### src/rtl/pcie_arbitro_tx.sv
// rtl/pcie_arbitro_tx.sv - round-robin merger of class FIFOs 4..7 into one re-tagged egress stream
module pcie_arbitro_tx #(
  parameter int TAMANO_DATOS = 12,
  parameter int UMBRALES_L_H = 8,
  parameter int CNT_W        = 5
) (
  input  logic                    clk,
  input  logic                    reset,
  input  logic                    init,
  input  logic [UMBRALES_L_H-1:0] umbral_L,
  input  logic [UMBRALES_L_H-1:0] umbral_H,
  input  logic [TAMANO_DATOS-1:0] data_in4,
  input  logic [TAMANO_DATOS-1:0] data_in5,
  input  logic [TAMANO_DATOS-1:0] data_in6,
  input  logic [TAMANO_DATOS-1:0] data_in7,
  input  logic [3:0]              empty,
  input  logic                    almost_full_out,
  input  logic                    full_out,
  input  logic                    req,
  input  logic [2:0]              idx,
  output logic [3:0]              pop,
  output logic                    push,
  output logic [TAMANO_DATOS-1:0] data_out,
  output logic [UMBRALES_L_H-1:0] umbral_L_out,
  output logic [UMBRALES_L_H-1:0] umbral_H_out,
  output logic [2:0]              estado,
  output logic                    error_out,
  output logic [CNT_W-1:0]        contador,
  output logic                    valid_contador
);

  typedef enum logic [2:0] {
    S_RESET  = 3'd0,
    S_INIT   = 3'd1,
    S_IDLE   = 3'd2,
    S_ACTIVE = 3'd3,
    S_ERROR  = 3'd4
  } state_t;

  localparam logic [CNT_W-1:0] CNT_ONE = CNT_W'(1);

  state_t                  state;
  logic [1:0]              rr_ptr;
  logic [1:0]              push_idx;
  logic [1:0]              grant_idx;
  logic [1:0]              cand;
  logic                    grant_found;
  logic                    pop_en;
  logic                    overflow;
  logic [TAMANO_DATOS-3:0] data_sel;
  logic [TAMANO_DATOS-1:0] fresh_word;
  logic [TAMANO_DATOS-1:0] data_hold;
  logic [CNT_W-1:0]        cnt [4];
  logic [CNT_W-1:0]        cnt_total;
  logic                    unused_tags;

  // The incoming tag bits are discarded; the tag is rebuilt from the grant index.
  assign unused_tags = ^{data_in4[TAMANO_DATOS-1:TAMANO_DATOS-2], data_in5[TAMANO_DATOS-1:TAMANO_DATOS-2],
                         data_in6[TAMANO_DATOS-1:TAMANO_DATOS-2], data_in7[TAMANO_DATOS-1:TAMANO_DATOS-2]};

  assign estado   = state;
  assign overflow = push & full_out;

  // Round-robin scan: first non-empty class starting at rr_ptr, wrapping modulo 4.
  always_comb begin
    grant_found = 1'b0;
    grant_idx   = 2'd0;
    cand        = 2'd0;
    for (int k = 0; k < 4; k++) begin
      cand = rr_ptr + 2'(k);
      if (!grant_found && !empty[cand]) begin
        grant_found = 1'b1;
        grant_idx   = cand;
      end
    end
  end

  // Pop is decided in the same cycle so the FIFO's empty flag is current on the next scan;
  // an overflowing push also suppresses any new pop so no extra word is lost.
  assign pop_en = (state == S_ACTIVE) && !almost_full_out && grant_found && !overflow;
  assign pop    = pop_en ? 4'(4'b0001 << grant_idx) : 4'b0000;

  // Select the registered read data of the class granted in the previous cycle.
  always_comb begin
    data_sel = data_in4[TAMANO_DATOS-3:0];
    case (push_idx)
      2'd0: data_sel = data_in4[TAMANO_DATOS-3:0];
      2'd1: data_sel = data_in5[TAMANO_DATOS-3:0];
      2'd2: data_sel = data_in6[TAMANO_DATOS-3:0];
      2'd3: data_sel = data_in7[TAMANO_DATOS-3:0];
      default: data_sel = data_in4[TAMANO_DATOS-3:0];
    endcase
  end

  assign fresh_word = {push_idx, data_sel};
  assign data_out   = push ? fresh_word : data_hold;

  // Control FSM, round-robin pointer, push pipeline stage and threshold latches.
  always_ff @(posedge clk) begin
    if (reset) begin
      state        <= S_RESET;
      rr_ptr       <= 2'd0;
      push         <= 1'b0;
      push_idx     <= 2'd0;
      data_hold    <= '0;
      umbral_L_out <= '0;
      umbral_H_out <= '0;
      error_out    <= 1'b0;
    end else begin
      push <= pop_en;
      if (pop_en) begin
        push_idx <= grant_idx;
        rr_ptr   <= grant_idx + 2'd1;
      end
      if (push) begin
        data_hold <= fresh_word;
      end
      case (state)
        S_RESET: state <= S_INIT;
        S_INIT: begin
          umbral_L_out <= umbral_L;
          umbral_H_out <= umbral_H;
          if (!init) state <= S_IDLE;
        end
        S_IDLE: begin
          if (overflow) begin
            state     <= S_ERROR;
            error_out <= 1'b1;
          end else if (init) begin
            state <= S_INIT;
          end else if (!(&empty)) begin
            state <= S_ACTIVE;
          end
        end
        S_ACTIVE: begin
          if (overflow) begin
            state     <= S_ERROR;
            error_out <= 1'b1;
          end else if ((&empty) && !push) begin
            state <= S_IDLE;
          end
        end
        S_ERROR: error_out <= 1'b1;
        default: state <= S_RESET;
      endcase
    end
  end

  // Per-class and total push counters plus the one-cycle counter read port.
  always_ff @(posedge clk) begin
    if (reset) begin
      for (int k = 0; k < 4; k++) cnt[k] <= '0;
      cnt_total      <= '0;
      contador       <= '0;
      valid_contador <= 1'b0;
    end else begin
      if (push) begin
        cnt[push_idx] <= cnt[push_idx] + CNT_ONE;
        cnt_total     <= cnt_total + CNT_ONE;
      end
      valid_contador <= req;
      if (req) begin
        if (!idx[2]) contador <= cnt[idx[1:0]];
        else if (idx[1:0] == 2'd0) contador <= cnt_total;
        else contador <= '0;
      end
    end
  end

endmodule

### config.mk
export PLATFORM = sky130hd
export DESIGN_NAME = pcie_arbitro_tx
export DESIGN_NICKNAME = d
export VERILOG_FILES = /design/src/rtl/pcie_arbitro_tx.sv
export SDC_FILE = /design/constraint.sdc
export NUM_CORES = 1
export LEC_CHECK = 0
export BUFFER_PORTS_ARGS = -buffer_cell sky130_fd_sc_hd__clkbuf_2
export CAP_MARGIN = 10
export CORE_MARGIN = 2
export CORE_UTILIZATION = 44
export CTS_CLUSTER_DIAMETER = 100
export CTS_CLUSTER_SIZE = 40
export DETAILED_ROUTE_END_ITERATION = 7
export HOLD_SLACK_MARGIN = 0.08
export PLACE_DENSITY = 0.74
export SYNTH_ARGS = -nofsm -noshare
export SYNTH_HDL_FRONTEND = slang
export SYNTH_SLANG_ARGS = --single-unit
### constraint.sdc
create_clock -name clk -period 4.4 [get_ports clk]
set_input_delay 0.88 -clock clk [delete_from_list [all_inputs] [get_ports clk]]
set_output_delay 0.88 -clock clk [all_outputs]
set_load 0.005 [all_outputs]
==> out/qor.csv, run 1 <==
stage;metric;value;unit
grt;largest net degree at the start of global routing;38;
grt;grt total ovfl;0;
floorplan;chip height;90.8;um
drt;wirelength, routed;6910;um
logic_synthesis;synth unique cells;43;
sta;Fmax achieved;0.316;GHz
setup_path;critical path endpoint category;output pin;
drt;Vias;2616;
logic_synthesis;syn_area_per_cell;10.9;um^2
drt;drt first pass iters;4;
pwr;P per Cell Area;319;mW/mm^2
grt;Total GRT Usage;17.6;%
clocking;CTS resizes;0;
logic_synthesis;syn_nets;382;
sta;setup slack after layout;1.23;ns
sta;final hold violation count;0;
worst_hold_path;type of the worst min-delay path;reg -> reg;
floorplan;die area;0.00824;mm^2
setup_path;crit path DAT;2.29;ns
finish;share of cells above drive strength 1;38.3;%
setup_path;CP Launch Type;register;
clocking;total CTS buffers;9;
clocking;Root Buffer;clkbuf_8;
logic_synthesis;Synth area leaders;dfxtp_1, edfxtp_1, mux4_2, mux4_1, nand2_1;
clocking;CTS tree;done;
finish;Util after Layout;56.3;%
logic_synthesis;Post-synth EDFFs;20;
clocking;cts hold-fix bufs;0;
drt;Avg WL per Cell;13.5;um
floorplan;Die Wd;90.8;um
sta;Fin Setup TNS;0;ns
run;number of maximum-capacitance violations;0;
pwr;Final Power;1.30;mW
floorplan;row cnt;31;
grt;vias in the first global route;2545;
drt;DRC violation count after routing;0;
sta;Slew headroom;23.7;%
outcome;run status;complete, no violations;
grt;initial antenna violation count;0;
clocking;clk_lat worst skew;0.35;ns
sta;Max Clock Skew;0.00996;ns
logic_synthesis;register bit total from synthesis;70;
logic_synthesis;Yosys warnings;0;
logic_synthesis;cell taking the most area after synthesis;dfxtp_1;
placed_design;Inst Count DP;496;
setup_path;WP data required;3.52;ns
pwr;Leakage;1.76;nW
placed_design;gpl congestion;0.794;
logic_synthesis;cell area after synthesis;0.00331;mm^2
finish;n_diodes;0;
sta;crit path time final;3.17;ns
sta;RSZ-0062 raised after global routing;false;
setup_path;crit path kind;reg -> out;
clocking;CTS Buffer Depth;2;
logic_synthesis;share of the synthesized area in the top cell type;30.2;%
setup_path;Crit Path Max Fanout;19;
logic_synthesis;most frequent cells after synthesis;dfxtp_1, nand2_1, nor2_1;
sta;Tightest Pin Transition;1.14;ns
sta;Final Cycle Share;71.9;%
drt;antenna-violating nets left;0;
finish;Final Cell Area;0.00408;mm^2
floorplan;core footprint;0.00725;mm^2
placed_design;worst slack, placed;1.34;ns
finish;Cell Count, Final, Fillers Out;512;
pwr;Max VDD drop;0.164;mV
clocking;CTS H-tree depth;3;
floorplan;Initial Util;45.7;%
clocking;Clock transition at path regs;0.07;ns
logic_synthesis;async set-reset flop share out of synthesis;0;%
logic_synthesis;Synth Instances;303;
grt;first-pass GRT wire length;11600;um
logic_synthesis;most frequent cell after synthesis;dfxtp_1;
finish;Final nets;487;
floorplan;# IOs;120;
clocking;clock sink count;70;
sta;final hold slack;0.453;ns
drt;1st-iter DRT viols;77;
placed_design;hpwl dp;5120;um
sta;final setup vio count;0;
sta;Final Slew Violations;0;
logic_synthesis;register area share after synthesis;48.4;%
placed_design;Port Buffers;111;
logic_synthesis;main flop type after synthesis;dfxtp_1;
placed_design;Placed Instance Area;0.00391;mm^2
finish;area delta synth->final;23.3;%
clocking;number of setup buffers added after CTS;0;
drt;vias per cell;5.11;
-- metal layers --
layer | GRT usage (%) | up-vias | part of all wire, %
met5 | 0 | - | 0
met4 | 5.90 | 0 | 0.87
met3 | 5.51 | 4 | 7.3
met2 | 30.0 | 97 | 50
met1 | 21.1 | 1212 | 42
li1 | - | 1303 | -
-- flip-flops by register name, indices dropped and copies added (netlist names), named ones only --
register and cells:
push 1, contador 5, push_idx 2, data_hold 12, error_out 1, rr_ptr 2
umbral_L_out 8, umbral_H_out 8, cnt_total 5, valid_contador 1, cnt 20, estado 3
-- path summary, 6_finish.rpt --
check | from | to | slack [ns] | cells past startpoint
hold / removal | umbral_H_out[2] | umbral_H_out[2] | 0.45 | 2
setup / recovery | push_idx[0] | data_out[0] | 1.23 | 3
hold reg to reg | umbral_H_out[2] | umbral_H_out[2] | 0.45 | 2
setup reg to reg | push_idx[0] | cnt[3][3] | 2.29 | 2
-- power breakdown --
group / leakage [nW] / internal (mW) / total (mW) / switching (mW)
Clock: 0.0978 / 0.223 / 0.472 / 0.249
Combinational: 1.05 / 0.0697 / 0.134 / 0.0646
Sequential: 0.613 / 0.684 / 0.699 / 0.0143
-- cell type report --
cell class,instances,area (um^2)
Inverter,12,45.0
Sequential cell,70,1600
Tap cell,99,124
Clock inverter,6,41.3
Clock buffer,10,138
Timing Repair Buffer,113,571
Fill cell,642,3170
Multi-Input combinational cell,202,1560
-- cell usage in the layout (no fill, tap or decap), types with 2 or more instances in the layout --
master / count
nor3_1: 8
mux4_1: 9
nor3b_1: 2
xor2_1: 4
mux2_2: 10
clkbuf_2: 111
nand2b_1: 3
nor2_1: 25
inv_1: 12
nand3_1: 2
a22oi_1: 5
nand2_1: 47
xnor2_1: 3
nand4_1: 4
ha_1: 2
nor2b_1: 17
dfxtp_1: 50
a31o_2: 2
clkbuf_8: 10
a21oi_1: 20
a211oi_1: 6
edfxtp_1: 20
buf_4: 2
inv_4: 3
o21ai_0: 7
mux4_2: 11
-- logic make-up after synthesis --
kind of cell / after synthesis / synth area share [%]
compound gates: 48 / 9.75
buf+inv: 31 / 4.42
simple gates: 113 / 16.1
fa+ha+maj: 2 / 0.755
flops: 70 / 48.4
xor+xnor: 7 / 1.85
mux: 32 / 18.8
-- critical path, cell delays in order, from the launching register on --
cell and delay [ns]:
dfxtp_1 0.90, mux4_1 0.65, mux2_2 0.28, clkbuf_2 0.11
Power figures use the tool's default switching activity.
==> inputs of run 2 (changes only) <==
==> constraint.sdc (replaced) <==
create_clock -name clk -period 3.03 [get_ports clk]
set_input_delay 0.606 -clock clk [delete_from_list [all_inputs] [get_ports clk]]
set_output_delay 0.606 -clock clk [all_outputs]
set_load 0.005 [all_outputs]
==> out/qor.csv, run 2 (synthesis gave the netlist of run 1 again) <==
stage;metric;value;unit;change
outcome;run status;complete, no violations;;unchanged
setup_path;Worst path slowest cell;dfxtp_1;;unchanged
floorplan;die area;0.00824;mm^2;unchanged
sta;Tightest Pin Transition;0.788;ns;was 1.14 ns
pwr;Final Power;2.06;mW;was 1.30 mW
finish;max reg flops;20;;unchanged
finish;Final nets;489;;was 487
setup_path;Critical R2R Capture;cnt[3][3];;unchanged
sta;Max Clock Skew;0.0128;ns;was 0.00996 ns
floorplan;core footprint;0.00725;mm^2;unchanged
placed_design;gpl congestion;0.775;;was 0.794
grt;GR Layer Usage met3;4.34;%;was 5.51%
drt;Avg WL per Cell;13.8;um;was 13.5 um
clocking;CTS H-tree depth;3;;unchanged
finish;Final Cell Area;0.00415;mm^2;was 0.00408 mm^2
setup_path;crit path kind;reg -> out;;unchanged
placed_design;hpwl dp;5310;um;was 5120 um
pwr;power share of the sequential group;49.1;%;was 53.6%
clocking;total CTS buffers;9;;unchanged
placed_design;worst slack, placed;0.514;ns;was 1.34 ns
grt;M2 GR Usage;31.1;%;was 30.0%
sta;final hold violation count;0;;unchanged
grt;Total GRT Usage;17.9;%;was 17.6%
placed_design;Port Buffers;111;;unchanged
grt;first-pass GRT wire length;11900;um;was 11600 um
finish;Util after Layout;57.3;%;was 56.3%
floorplan;chip height;90.8;um;unchanged
setup_path;critical path endpoint category;output pin;;unchanged
setup_path;reg2reg path depth;3;;was 2
pwr;Psw;485;uW;was 328 uW
drt;1st-iter DRT viols;85;;was 77
worst_hold_path;hold path cells;2;;unchanged
clocking;CTS Buffer Depth;2;;unchanged
floorplan;Die Wd;90.8;um;unchanged
clocking;cts hold-fix bufs;0;;unchanged
finish;Most flops, register;cnt;;unchanged
drt;vias per cell;5.11;;about the same
grt;gr busiest metal;met2;;unchanged
clocking;CTS tree;done;;unchanged
finish;share of cells above drive strength 1;38.6;%;was 38.3%
sta;Final Cycle Share;91.0;%;
sta;setup slack after layout;0.273;ns;was 1.23 ns
clocking;number of setup buffers added after CTS;0;;unchanged
drt;antenna-violating nets left;0;;unchanged
sta;Fmax achieved;0.363;GHz;
pwr;Max VDD drop;0.219;mV;was 0.164 mV
pwr;Pint;1.58;mW;was 977 uW
drt;Vias;2629;;was 2616
clocking;CTS resizes;0;;unchanged
clocking;clk_lat worst skew;0.35;ns;about the same
clocking;Root Buffer;clkbuf_8;;unchanged
grt;grt total ovfl;0;;unchanged
drt;drt first pass iters;4;;unchanged
pwr;Leakage;1.80;nW;was 1.76 nW
sta;Slew headroom;46.9;%;was 23.7%
sta;Final Slew Violations;0;;unchanged
floorplan;Initial Util;45.7;%;unchanged
finish;area delta synth->final;25.4;%;was 23.3%
worst_hold_path;critical hold path startpoint;error_out;;was umbral_H_out[2]
setup_path;critical path's largest stage delay;0.76;ns;was 0.90 ns
floorplan;# IOs;120;;unchanged
sta;RSZ-0062 raised after global routing;false;;unchanged
setup_path;worst path cell trace;mux4_1 > mux2_2 > clkbuf_2;;unchanged
clocking;Clock transition at path regs;0.08;ns;was 0.07 ns
finish;commonest non-fill, non-tap cell in the layout;clkbuf_2;;unchanged
finish;leading registers by flop count;cnt x20, data_hold x12;;unchanged
drt;wirelength, routed;7080;um;was 6910 um
finish;n_diodes;0;;unchanged
setup_path;CP Launch Type;register;;unchanged
setup_path;reg-to-reg critical path startpoint;push_idx[0];;unchanged
pwr;sw frac;23.5;%;was 25.1%
setup_path;crit path buf inv count;1;;unchanged
setup_path;R2R setup slack;0.92;ns;was 2.29 ns
placed_design;Placed Instance Area;0.00392;mm^2;was 0.00391 mm^2
pwr;Comb power frac;9.6;%;was 10.3%
sta;final setup vio count;0;;unchanged
finish;Fillers;657;;was 642
grt;vias in the first global route;2653;;was 2545
setup_path;Crit Path Max Fanout;14;;was 19
grt;initial antenna violation count;0;;unchanged
setup_path;crit path DAT;2.15;ns;was 2.29 ns
clocking;clock sink count;70;;unchanged
run;number of maximum-capacitance violations;0;;unchanged
worst_hold_path;type of the worst min-delay path;reg -> reg;;unchanged
grt;M1 GR Usage;21.0;%;was 21.1%
pwr;Clock Power Share;41.3;%;was 36.1%
grt;largest net degree at the start of global routing;38;;unchanged
sta;crit path time final;2.76;ns;
floorplan;row cnt;31;;unchanged
finish;commonest cells after routing, fill and taps aside;clkbuf_2, dfxtp_1, nand2_1;;unchanged
pwr;P per Cell Area;497;mW/mm^2;was 319 mW/mm^2
setup_path;crit-path leading delay family;multiplexers;;unchanged
sta;Fin Setup TNS;0;ns;unchanged
worst_hold_path;Hold EP;error_out;;was umbral_H_out[2]
setup_path;WP data required;2.42;ns;was 3.52 ns
drt;DRC violation count after routing;0;;unchanged
run 2: stage by stage:
stage          instances  hold slack (ns)
6_report             514            0.454
5_1_grt              514            0.471
4_1_cts              514            0.458
3_5_place_dp         498            0.446
3_3_place_gp         498            0.439
2_1_floorplan        303            0.442
run 2: worst max path at each step:
stage,startpoint,to,cells past startpoint
3_5_place_dp,empty[2],pop[0],6
5_1_grt,push_idx[0],data_out[0],3
6_report,push_idx[0],data_out[1],3
4_1_cts,push_idx[0],data_out[1],3
2_1_floorplan,empty[2],pop[0],4
3_3_place_gp,empty[2],pop[0],6
run 2: final cells by class:
type / instances / area (um^2) / area share (%)
clock buffer: 11 / 174 / 4.19
clock inverter: 5 / 58.8 / 1.42
inverter: 12 / 45.0 / 1.08
multi-input combinational: 202 / 1560 / 37.7
sequential: 70 / 1600 / 38.6
tap: 99 / 124 / 2.98
timing repair buffer: 115 / 586 / 14.1
run 2: power by group through the flow:
| stage | logic, mW | registers [mW] | clock network (mW) |
|---|---|---|---|
| 2_1_floorplan | 0.113 | 1.03 | 0 |
| 3_3_place_gp | 0.195 | 1.03 | 0 |
| 3_5_place_dp | 0.201 | 1.04 | 0 |
| 4_1_cts | 0.202 | 1.01 | 0.863 |
| 5_1_grt | 0.223 | 1.02 | 0.913 |
| 6_report | 0.199 | 1.01 | 0.852 |
run 2: worst reg2reg max path: stages, from the launching register on:
cell	delay (ns)
dfxtp_1	0.76
buf_4	0.27
nand2_1	0.08
o21ai_0	0.64
run 2: routing by layer:
layer / part of all wire (%) / routed length (um)
met1: 42 / 2990
met2: 50 / 3540
met3: 6.2 / 437
met4: 1.6 / 111
met5: 0 / 0
